### src/rtl/dsadc_pkg.sv
// dsadc_pkg: shared types, constants and helpers for the dual-slope ADC controller.
//   state_t  : controller phase encoding
//   BBM_CYC  : break-before-make gap length in cycles
//   ch_w()   : width of a channel index for a given channel count (never below 1)
package dsadc_pkg;
   typedef enum logic [2:0] {
      S_IDLE  = 3'd0,
      S_ZERO  = 3'd1,
      S_BBM   = 3'd2,
      S_INTEG = 3'd3,
      S_DEINT = 3'd4,
      S_DONE  = 3'd5
   } state_t;

   localparam int BBM_CYC = 1;

   function automatic int ch_w(input int n);
      return (n > 1) ? $clog2(n) : 1;
   endfunction
endpackage

### src/rtl/dual_slope_ctrl_if.sv
// dual_slope_ctrl_if: control/result bundle between the ADC controller and its user.
//   master : drives iniciar, ch_sel, Vint_z; observes switches, status and result
//   slave  : the controller side (receives start and comparator, drives the rest)
//   iniciar   start request          ch_sel    channel to convert
//   Vint_z    integrator comparator  sw_vm     one-hot input switches
//   sw_ref    reference switch       sw_zr     zeroing switch
//   busy      conversion running     done      one-cycle result strobe
//   resultado de-integrate count     ch_out    channel of resultado
//   overflow  conversion saturated
interface dual_slope_ctrl_if #(
   parameter int CNT_W = 10,
   parameter int N_CH  = 4
);
   import dsadc_pkg::*;

   localparam int CH_W = ch_w(N_CH);

   logic             iniciar;
   logic [CH_W-1:0]  ch_sel;
   logic             Vint_z;
   logic [N_CH-1:0]  sw_vm;
   logic             sw_ref;
   logic             sw_zr;
   logic             busy;
   logic             done;
   logic [CNT_W-1:0] resultado;
   logic [CH_W-1:0]  ch_out;
   logic             overflow;

   modport master (
      output iniciar, ch_sel, Vint_z,
      input  sw_vm, sw_ref, sw_zr, busy, done, resultado, ch_out, overflow
   );

   modport slave (
      input  iniciar, ch_sel, Vint_z,
      output sw_vm, sw_ref, sw_zr, busy, done, resultado, ch_out, overflow
   );
endinterface

### src/rtl/dual_slope_ctrl_sync.sv
// dsadc_sync: two-flop synchroniser for the asynchronous integrator comparator.
//   clk      system clock
//   reset_n  asynchronous active-low reset, clears both stages
//   i_d      asynchronous input
//   o_q      synchronised output (two cycles of latency)
module dsadc_sync (
   input  logic clk,
   input  logic reset_n,
   input  logic i_d,
   output logic o_q
);
   logic r_meta;
   logic r_q;

   always_ff @(posedge clk or negedge reset_n)
      if (!reset_n) begin
         r_meta <= 1'b0;
         r_q    <= 1'b0;
      end else begin
         r_meta <= i_d;
         r_q    <= r_meta;
      end

   assign o_q = r_q;
endmodule

### src/rtl/dual_slope_ctrl.sv
// dual_slope_ctrl: dual-slope ADC sequencer (auto-zero, integrate, de-integrate).
//   clk      system clock, all state on the rising edge
//   reset_n  asynchronous active-low reset
//   bus      dual_slope_ctrl_if.slave: start/channel/comparator in, switches/status/result out
// Build option: define DSADC_AUTOSCAN_EN to convert channels ch_sel..N_CH-1 on one start;
// without it each start converts only ch_sel.
module dual_slope_ctrl
   import dsadc_pkg::*;
#(
   parameter int CNT_W  = 10,
   parameter int N_CH   = 4,
   parameter int AZ_CYC = 16
) (
   input logic              clk,
   input logic              reset_n,
   dual_slope_ctrl_if.slave bus
);
   localparam int CH_W = ch_w(N_CH);
   localparam int AZ_W = $clog2(((AZ_CYC > BBM_CYC) ? AZ_CYC : BBM_CYC) + 1);

   localparam logic [2:0] ST_IDLE  = S_IDLE;
   localparam logic [2:0] ST_ZERO  = S_ZERO;
   localparam logic [2:0] ST_BBM   = S_BBM;
   localparam logic [2:0] ST_INTEG = S_INTEG;
   localparam logic [2:0] ST_DEINT = S_DEINT;
   localparam logic [2:0] ST_DONE  = S_DONE;

   localparam logic [CNT_W-1:0] CNT_MAX  = '1;
   localparam logic [AZ_W-1:0]  AZ_LAST  = AZ_W'(AZ_CYC - 1);
   localparam logic [AZ_W-1:0]  BBM_LAST = AZ_W'(BBM_CYC - 1);
   localparam logic [CH_W-1:0]  CH_LAST  = CH_W'(N_CH - 1);

   logic [2:0]       r_state,    w_state;
   logic [AZ_W-1:0]  r_az,       w_az;
   logic [CNT_W-1:0] r_cnt,      w_cnt;
   logic [CH_W-1:0]  r_ch,       w_ch;
   logic             r_to_deint, w_to_deint;
   logic [CNT_W-1:0] r_res,      w_res;
   logic             r_ovf,      w_ovf;
   logic [CH_W-1:0]  r_ch_out,   w_ch_out;
   logic [N_CH-1:0]  r_sw_vm;
   logic             r_sw_ref;
   logic             r_sw_zr;
   logic             r_busy;
   logic             r_done;
   logic             w_vint;
   logic             w_start;

   dsadc_sync u_sync (
      .clk     (clk),
      .reset_n (reset_n),
      .i_d     (bus.Vint_z),
      .o_q     (w_vint)
   );

   // Out-of-range channels are dropped here, so IDLE never sees them.
   assign w_start = bus.iniciar && (bus.ch_sel <= CH_LAST);

   // r_az times both the auto-zero phase and the break-before-make gap;
   // r_to_deint records which switching phase the current gap leads into.
   always_comb begin
      w_state    = r_state;
      w_az       = r_az;
      w_cnt      = r_cnt;
      w_ch       = r_ch;
      w_to_deint = r_to_deint;
      w_res      = r_res;
      w_ovf      = r_ovf;
      w_ch_out   = r_ch_out;
      case (r_state)
         ST_IDLE:
            if (w_start) begin
               w_state = ST_ZERO;
               w_ch    = bus.ch_sel;
               w_az    = '0;
            end
         ST_ZERO:
            if (r_az == AZ_LAST) begin
               w_state    = ST_BBM;
               w_az       = '0;
               w_to_deint = 1'b0;
            end else begin
               w_az = r_az + AZ_W'(1);
            end
         ST_BBM:
            if (r_az == BBM_LAST) begin
               w_state = r_to_deint ? ST_DEINT : ST_INTEG;
               w_az    = '0;
               w_cnt   = '0;
            end else begin
               w_az = r_az + AZ_W'(1);
            end
         ST_INTEG: begin
            // Full 2^CNT_W cycles: the counter wraps back to 0 on the last one.
            w_cnt = r_cnt + CNT_W'(1);
            if (r_cnt == CNT_MAX) begin
               w_state    = ST_BBM;
               w_to_deint = 1'b1;
            end
         end
         ST_DEINT:
            // The comparator is tested first so a crossing on the saturating
            // cycle still reports a valid, non-overflowed count.
            if (w_vint) begin
               w_state  = ST_DONE;
               w_res    = r_cnt;
               w_ovf    = 1'b0;
               w_ch_out = r_ch;
            end else if (r_cnt == CNT_MAX) begin
               w_state  = ST_DONE;
               w_res    = CNT_MAX;
               w_ovf    = 1'b1;
               w_ch_out = r_ch;
            end else begin
               w_cnt = r_cnt + CNT_W'(1);
            end
         ST_DONE:
`ifdef DSADC_AUTOSCAN_EN
            if (r_ch != CH_LAST) begin
               w_state = ST_ZERO;
               w_ch    = r_ch + CH_W'(1);
               w_az    = '0;
            end else begin
               w_state = ST_IDLE;
            end
`else
            w_state = ST_IDLE;
`endif
         default:
            w_state = ST_IDLE;
      endcase
   end

   // Switch and status outputs are decoded from the next state and registered,
   // so they change on the same edge as the state itself.
   always_ff @(posedge clk or negedge reset_n)
      if (!reset_n) begin
         r_state    <= ST_IDLE;
         r_az       <= '0;
         r_cnt      <= '0;
         r_ch       <= '0;
         r_to_deint <= 1'b0;
         r_res      <= '0;
         r_ovf      <= 1'b0;
         r_ch_out   <= '0;
         r_sw_vm    <= '0;
         r_sw_ref   <= 1'b0;
         r_sw_zr    <= 1'b1;
         r_busy     <= 1'b0;
         r_done     <= 1'b0;
      end else begin
         r_state    <= w_state;
         r_az       <= w_az;
         r_cnt      <= w_cnt;
         r_ch       <= w_ch;
         r_to_deint <= w_to_deint;
         r_res      <= w_res;
         r_ovf      <= w_ovf;
         r_ch_out   <= w_ch_out;
         r_sw_vm    <= (w_state == ST_INTEG) ? (N_CH'(1) << w_ch) : '0;
         r_sw_ref   <= (w_state == ST_DEINT);
         r_sw_zr    <= (w_state == ST_IDLE) || (w_state == ST_ZERO) || (w_state == ST_DONE);
         r_busy     <= (w_state != ST_IDLE);
         r_done     <= (w_state == ST_DONE);
      end

   assign bus.sw_vm     = r_sw_vm;
   assign bus.sw_ref    = r_sw_ref;
   assign bus.sw_zr     = r_sw_zr;
   assign bus.busy      = r_busy;
   assign bus.done      = r_done;
   assign bus.resultado = r_res;
   assign bus.ch_out    = r_ch_out;
   assign bus.overflow  = r_ovf;
endmodule

### src/flat_wrapper.sv
// flat-port wrapper written by rule: the top's interface ports become plain ports
module dual_slope_ctrl_flat import dsadc_pkg::*;
#(
   parameter int CNT_W  = 10,
   parameter int N_CH   = 4,
   parameter int AZ_CYC = 16
)
  (clk, reset_n, bus_iniciar, bus_ch_sel, bus_Vint_z, bus_sw_vm, bus_sw_ref, bus_sw_zr, bus_busy, bus_done, bus_resultado, bus_ch_out, bus_overflow);
  dual_slope_ctrl_if #(.CNT_W(CNT_W), .N_CH(N_CH)) bus_i ();
  input logic clk;
  input logic reset_n;
  input wire logic [$bits(bus_i.iniciar)-1:0] bus_iniciar;
  input wire logic [$bits(bus_i.ch_sel)-1:0] bus_ch_sel;
  input wire logic [$bits(bus_i.Vint_z)-1:0] bus_Vint_z;
  output wire logic [$bits(bus_i.sw_vm)-1:0] bus_sw_vm;
  output wire logic [$bits(bus_i.sw_ref)-1:0] bus_sw_ref;
  output wire logic [$bits(bus_i.sw_zr)-1:0] bus_sw_zr;
  output wire logic [$bits(bus_i.busy)-1:0] bus_busy;
  output wire logic [$bits(bus_i.done)-1:0] bus_done;
  output wire logic [$bits(bus_i.resultado)-1:0] bus_resultado;
  output wire logic [$bits(bus_i.ch_out)-1:0] bus_ch_out;
  output wire logic [$bits(bus_i.overflow)-1:0] bus_overflow;
  assign bus_i.iniciar = bus_iniciar;
  assign bus_i.ch_sel = bus_ch_sel;
  assign bus_i.Vint_z = bus_Vint_z;
  assign bus_sw_vm = bus_i.sw_vm;
  assign bus_sw_ref = bus_i.sw_ref;
  assign bus_sw_zr = bus_i.sw_zr;
  assign bus_busy = bus_i.busy;
  assign bus_done = bus_i.done;
  assign bus_resultado = bus_i.resultado;
  assign bus_ch_out = bus_i.ch_out;
  assign bus_overflow = bus_i.overflow;
  dual_slope_ctrl #(.CNT_W(CNT_W), .N_CH(N_CH), .AZ_CYC(AZ_CYC)) u_core (.clk(clk), .reset_n(reset_n), .bus(bus_i));
endmodule
### config.mk
export PLATFORM = sky130hd
export DESIGN_NAME = dual_slope_ctrl_flat
export DESIGN_NICKNAME = d
export VERILOG_FILES = /design/src/rtl/dsadc_pkg.sv /design/src/rtl/dual_slope_ctrl_if.sv /design/src/rtl/dual_slope_ctrl_sync.sv /design/src/rtl/dual_slope_ctrl.sv /design/src/flat_wrapper.sv
export SDC_FILE = /design/constraint.sdc
export NUM_CORES = 1
export LEC_CHECK = 0
export ABC_CLOCK_PERIOD_IN_PS = 2600
export CAP_MARGIN = 25
export CORE_ASPECT_RATIO = 0.9
export CORE_MARGIN = 4
export CORE_UTILIZATION = 55
export DETAILED_ROUTE_END_ITERATION = 16
export PLACE_DENSITY = 0.79
export SLEW_MARGIN = 20
export SYNTH_ARGS = -nofsm -noshare
export SYNTH_HDL_FRONTEND = slang
export SYNTH_SLANG_ARGS = --single-unit
### constraint.sdc
create_clock -name clk -period 2.6 [get_ports clk]
set_input_delay 0.39 -clock clk [delete_from_list [all_inputs] [get_ports clk]]
set_output_delay 0.39 -clock clk [all_outputs]
set_load 0.02 [all_outputs]
Word level (Yosys, flattened, before mapping):

Cells that the tools add are included.

* flip-flop bits (word level): 44
* output and inout bits: 21
* word-level logic and storage cells: 77

* $add $sub $neg: 2
* order comparisons: 1
* eq/ne operators: 16
* shift-type cells: 1
* mux-type cells: 27
* reduce and logical (&&, ||, !) cells: 15

Operators by type and width (number)
* $mux W10: 5
* $pmux W10 S3: 1
* $mux W3: 7
* $mux W5: 3
* $pmux W3 S5: 1
* $pmux W5 S3: 1
* $add A10 B1 Y10 const B: 1
* $eq A10 B10 Y1 const B: 1
* $eq A3 B2 Y1 const B: 3
* $eq A3 B3 Y1 const B: 3
* $reduce_bool A3 Y1: 3
* $mux W2: 4
* $ne A2 B1 Y1 const B: 4
* $eq A3 B1 Y1 const B: 2
* $logic_not A3 Y1: 2
* $add A5 B1 Y5 const B: 1
* $eq A5 B4 Y1 const B: 1
* $logic_not A5 Y1: 1
* $mux W4: 1
* $ne A2 B2 Y1 const B: 2
* $reduce_and A2 Y1: 2
* $reduce_and A4 Y1: 1
* $reduce_bool A2 Y1: 2
* $shl A1 B2 Y4 const A: 1
* other kinds (6): 9

Logic depth before layout (Yosys ltp):

* word-level depth: 7
* depth in mapped cells: 7
* mapped depth without buffers: 7

Modules after synthesis:

From an unflattened synthesis, not the netlist that was laid out.

* cell total of the unflattened synthesis: 195
* area, all modules: 2138.3 um^2

Modules (own cells, without submodules)
* dual_slope_ctrl: times used 1, cells each 193, area an instance 2088.3 um^2, seq. area each 1052.3 um^2
* dsadc_sync: times used 1, cells each 2, area an instance 50.0 um^2, seq. area each 50.0 um^2

Worst setup path before layout:

No wires, ideal clock.

* kind: register -> register
* start point: register u_core.r_az[0]
* end point: register u_core.r_az[2]
* library setup time: 67 ps
* arrival: 1922 ps
* data required time: 2533 ps
* setup slack: 611 ps
* cell stages (with the launch flop): 8
* buffers on the path: 0
* period minus slack after synthesis: 1989 ps
* cells stage by stage: dfrtp_1 ha_1 and3_2 ha_1 or3b_2 o31a_2 nor4b_1 a221o_1

* cells in the longest elaborated chain, start to end: 3
* elaborated cells on any way between the ends: 6

RTL lines
* start: declaration: line dual_slope_ctrl.sv:34 `logic [AZ_W-1:0] r_az, w_az;`
* start signal: assignment: line dual_slope_ctrl.sv:153 `r_az <= w_az;`
* $add A5 B1 Y5 (tied with other cells): line dual_slope_ctrl.sv:83, dual_slope_ctrl.sv:91
* $mux W5, on equally long branches: line dual_slope_ctrl.sv:86, dual_slope_ctrl.sv:78
* $pmux W5 S3 *: line dual_slope_ctrl.sv:70 `case (r_state)`

Mark *: on every way between the ends. The rest lies on a longest branch, timed or not.
A chain may end at the register's enable or synchronous reset.

Worst setup path after layout:

* start point: register u_core.r_az[1]
* end point: register u_core.r_az[3]

Same word-level chain as after synthesis.

==> reports/metrics.cfg <==
[status]
status = finished, final reports clean

[floorplanning]
fp.dieH_microns = 67.55
rows = 21
dieArea_sq_um = 5010
ios = 27
start_util = 0.5768
die_w_microns = 74.17
core_sq_um = 3757

[synthesis]
post_synth.cell_area_avg_sq_um = 11.00
synth_top_cell_by_area = dfrtp_1
syn_area_sq_um = 2167
synth_commonest_cells = dfrtp_1 (43), a21oi_1 (15), nand2_1 (12), nand3_1 (12), inv_1 (11)
synth_simple_gate_area_frac = 0.1830
synth_top_area_share = 0.4965
synth_warnings = 0
synthAdderAreaFrac = 0.02887
synth_cell_types = 52
synth_top_family_by_area = compound AO/OA/AOI/OAI gates
synthArstFlopShare = 1.000
synth-edff-count = 0
yosys_register_bits = 44
synth_flop_cell = dfrtp_1
synth_xor_area_frac = 0
synth_most_common_cell = dfrtp_1
synthMuxAreaShare = 0.04792
syn_nets = 208
synth.area.top_cells = dfrtp_1 (50%), o22a_1 (3.6%), a21oi_1 (3.5%)
postSynthCellCount = 197
ys_seq_area_frac = 0.5087
synth_compound_area_frac = 0.1917

[placed_design]
place_congestion = 0.8621
placed_cell_area_sq_um = 2457
dpl.hpwl_mm = 3.225
port-buffer-count = 26

[critical_path]
critPathArrivalTime_ps = 2490
start_kind = flip-flop
cp.required_ps = 2840
worstSetupEndpointType = flip-flop
path_class = reg2reg
crit_fanout = 4

[sta]
min_period_ps = 2245
hold_viol = 0
rsz0062_at_grt = false
period_share = 0.8636
relSlewSlack = 0.5801
slew_viol_final = 0
tns_ps = 0
setup_viol = 0
finClkSkew_ps = 5.291
fmax_ghz = 0.4453
tightest_slew_ps = 624.5
whs_ps = 51.94

[clocking]
cts_buffers = 5
cts_setup_buffers = 0
root_buffer = clkbuf_8
hold_buffers = 0
clkTransAtPathRegs_ps = 80
cts_resized = 0
clock-sinks = 44
htree_levels = 2
clk_latency_ps = 300
tritoncts = done
clock_path_buffers = 2

[power_and_ir_drop]
p_leak_nw = 1.131
p_int_mw = 0.9940
p_comb_frac = 0.036
irDropWorstVdd_mv = 0.3419
p_clk_frac = 0.408
power.switching_mw = 0.2540
swShare = 0.2035
seqPwrFrac = 0.555
p_per_area_nw_per_um2 = 481.4
finalPower_mw = 1.248

[route]
viasPerCell = 6.062
drc = 0
top_layer_used = met4
met1_length_mm = 2.187
ant_nets = 0
first_pass_iters = 4
wl_met3_microns = 201
drt_first_iter_violations = 165
route.met2.wl_mm = 2.194
wirelength_mm = 4.635
routedWlPerCell_microns = 16.98
num_vias = 1655

[grt]
track_usage = 0.2161
grt_max_degree = 45
grt.overflow.total = 0
antenna_found_initial = 0
grt_pass1_wl_mm = 8.231
grt_pass1_vias = 1699

[finish]
area_delta_synth_final_pct = 19.63
regArea_sq_um = 1102
fin_nets = 237
fill_cells = 268
layout-drive-gt1-share = 0.1410
stdcell_area_sq_um = 2592
antenna-diode-count = 0
multi_input_area_sq_um = 978.4

[min_path]
hold_path.class = in2async

[job]
max_cap_violations = 0

==> stage by stage <==
step | instances | worst slack [ps] | util
2_1_floorplan | 197 | 610.9 | -
3_3_place_gp | 264 | 557.5 | 0.6540
3_5_place_dp | 264 | 394.5 | 0.6540
4_1_cts | 272 | 379.9 | 0.6827
5_1_grt | 273 | 203.2 | 0.6900
6_report | 273 | 354.5 | 0.6900
==> cell usage in the layout (no fill, tap or decap), drive strengths merged, types with 2 or more instances in the layout <==
| master | count |
|---|---|
| a2111o | 4 |
| a211oi | 3 |
| a21oi | 15 |
| a221o | 2 |
| a22o | 2 |
| a31oi | 3 |
| and2 | 4 |
| and2b | 2 |
| and3 | 6 |
| buf | 5 |
| clkbuf | 6 |
| clkdlybuf4s50 | 25 |
| dfrtp | 43 |
| ha | 5 |
| inv | 11 |
| mux2 | 3 |
| mux2i | 7 |
| nand2 | 12 |
| nand2b | 4 |
| nand3 | 12 |
| nand4 | 2 |
| nor2 | 7 |
| nor2b | 2 |
| nor4 | 3 |
| nor4b | 4 |
| o21ai | 4 |
| o22a | 9 |
| o41ai | 4 |
| or3b | 2 |
==> logic make-up after synthesis <==
family          after synthesis
buf+inv                      19
mux                          10
flops                        44
fa+ha+maj                     5
compound gates               55
simple gates                 64
==> critical path, cell delays in order, from the launching register on <==
cell and delay [ps]:
dfrtp_1 420, ha_1 230, and3_2 230, ha_1 220
or3b_2 460, o31a_2 150, nor4_1 300, a221o_2 180
==> worst paths after layout <==
| path | endpoint | cells after the start | from | slack [ps] |
|---|---|---|---|---|
| setup / recovery | u_core.r_az[3]$_DFFE_PN0P_ | 7 | u_core.r_az[1]$_DFFE_PN0P_ | 350 |
| hold / removal | u_core.bus.resultado[3]$_DFFE_PN0P_ | 1 | reset_n | 50 |
| setup reg to reg | u_core.r_az[3]$_DFFE_PN0P_ | 7 | u_core.r_az[1]$_DFFE_PN0P_ | 350 |
| hold reg to reg | u_core.u_sync.o_q$_DFF_PN0_ | 0 | u_core.u_sync.r_meta$_DFF_PN0_ | 360 |
| max in group asynchronous | u_core.bus.sw_zr$_DFF_PN1_ | 2 | reset_n | 1980 |
| min in group clk | u_core.u_sync.o_q$_DFF_PN0_ | 0 | u_core.u_sync.r_meta$_DFF_PN0_ | 360 |
==> final cells by class <==
class,count,area share
Tap cell,46,0.02220
Sequential cell,44,0.4252
Inverter,11,0.01593
Clock buffer,6,0.02799
Clock inverter,2,0.01351
Multi-Input combinational cell,134,0.3774
Timing Repair Buffer,30,0.1178
==> power by group through the flow <==
stage / Combinational, mW / Clock (mW) / Sequential [mW]
finish: 0.0455 / 0.510 / 0.693
global route: 0.0517 / 0.547 / 0.694
CTS: 0.0418 / 0.516 / 0.693
detailed placement: 0.0417 / 0 / 0.706
global placement: 0.0408 / 0 / 0.706
floorplan: 0.00911 / 0 / 0.710
==> state kept, by name, indices dropped and copies added, names as in the netlist <==
signal and flops:
u_core.bus.sw_ref 1, u_core.u_sync.o_q 1, u_core.r_ch 2, u_core.bus.ch_out 2
u_core.bus.resultado 10, u_core.bus.sw_zr 1, u_core.r_az 5, u_core.r_state 3
u_core.r_to_deint 1, u_core.u_sync.r_meta 1, u_core.bus.busy 1, u_core.bus.sw_vm 4
u_core.bus.overflow 1, u_core.bus.done 1, u_core.r_cnt 10
==> per-layer routing <==
metal  up-vias  global-route usage
met5         -                   0
met4         0             0.06561
li1        790                   -
met2        47              0.3308
met1       812              0.2941
met3         6             0.06845
Note: power is estimated with default switching activity, not from simulation.
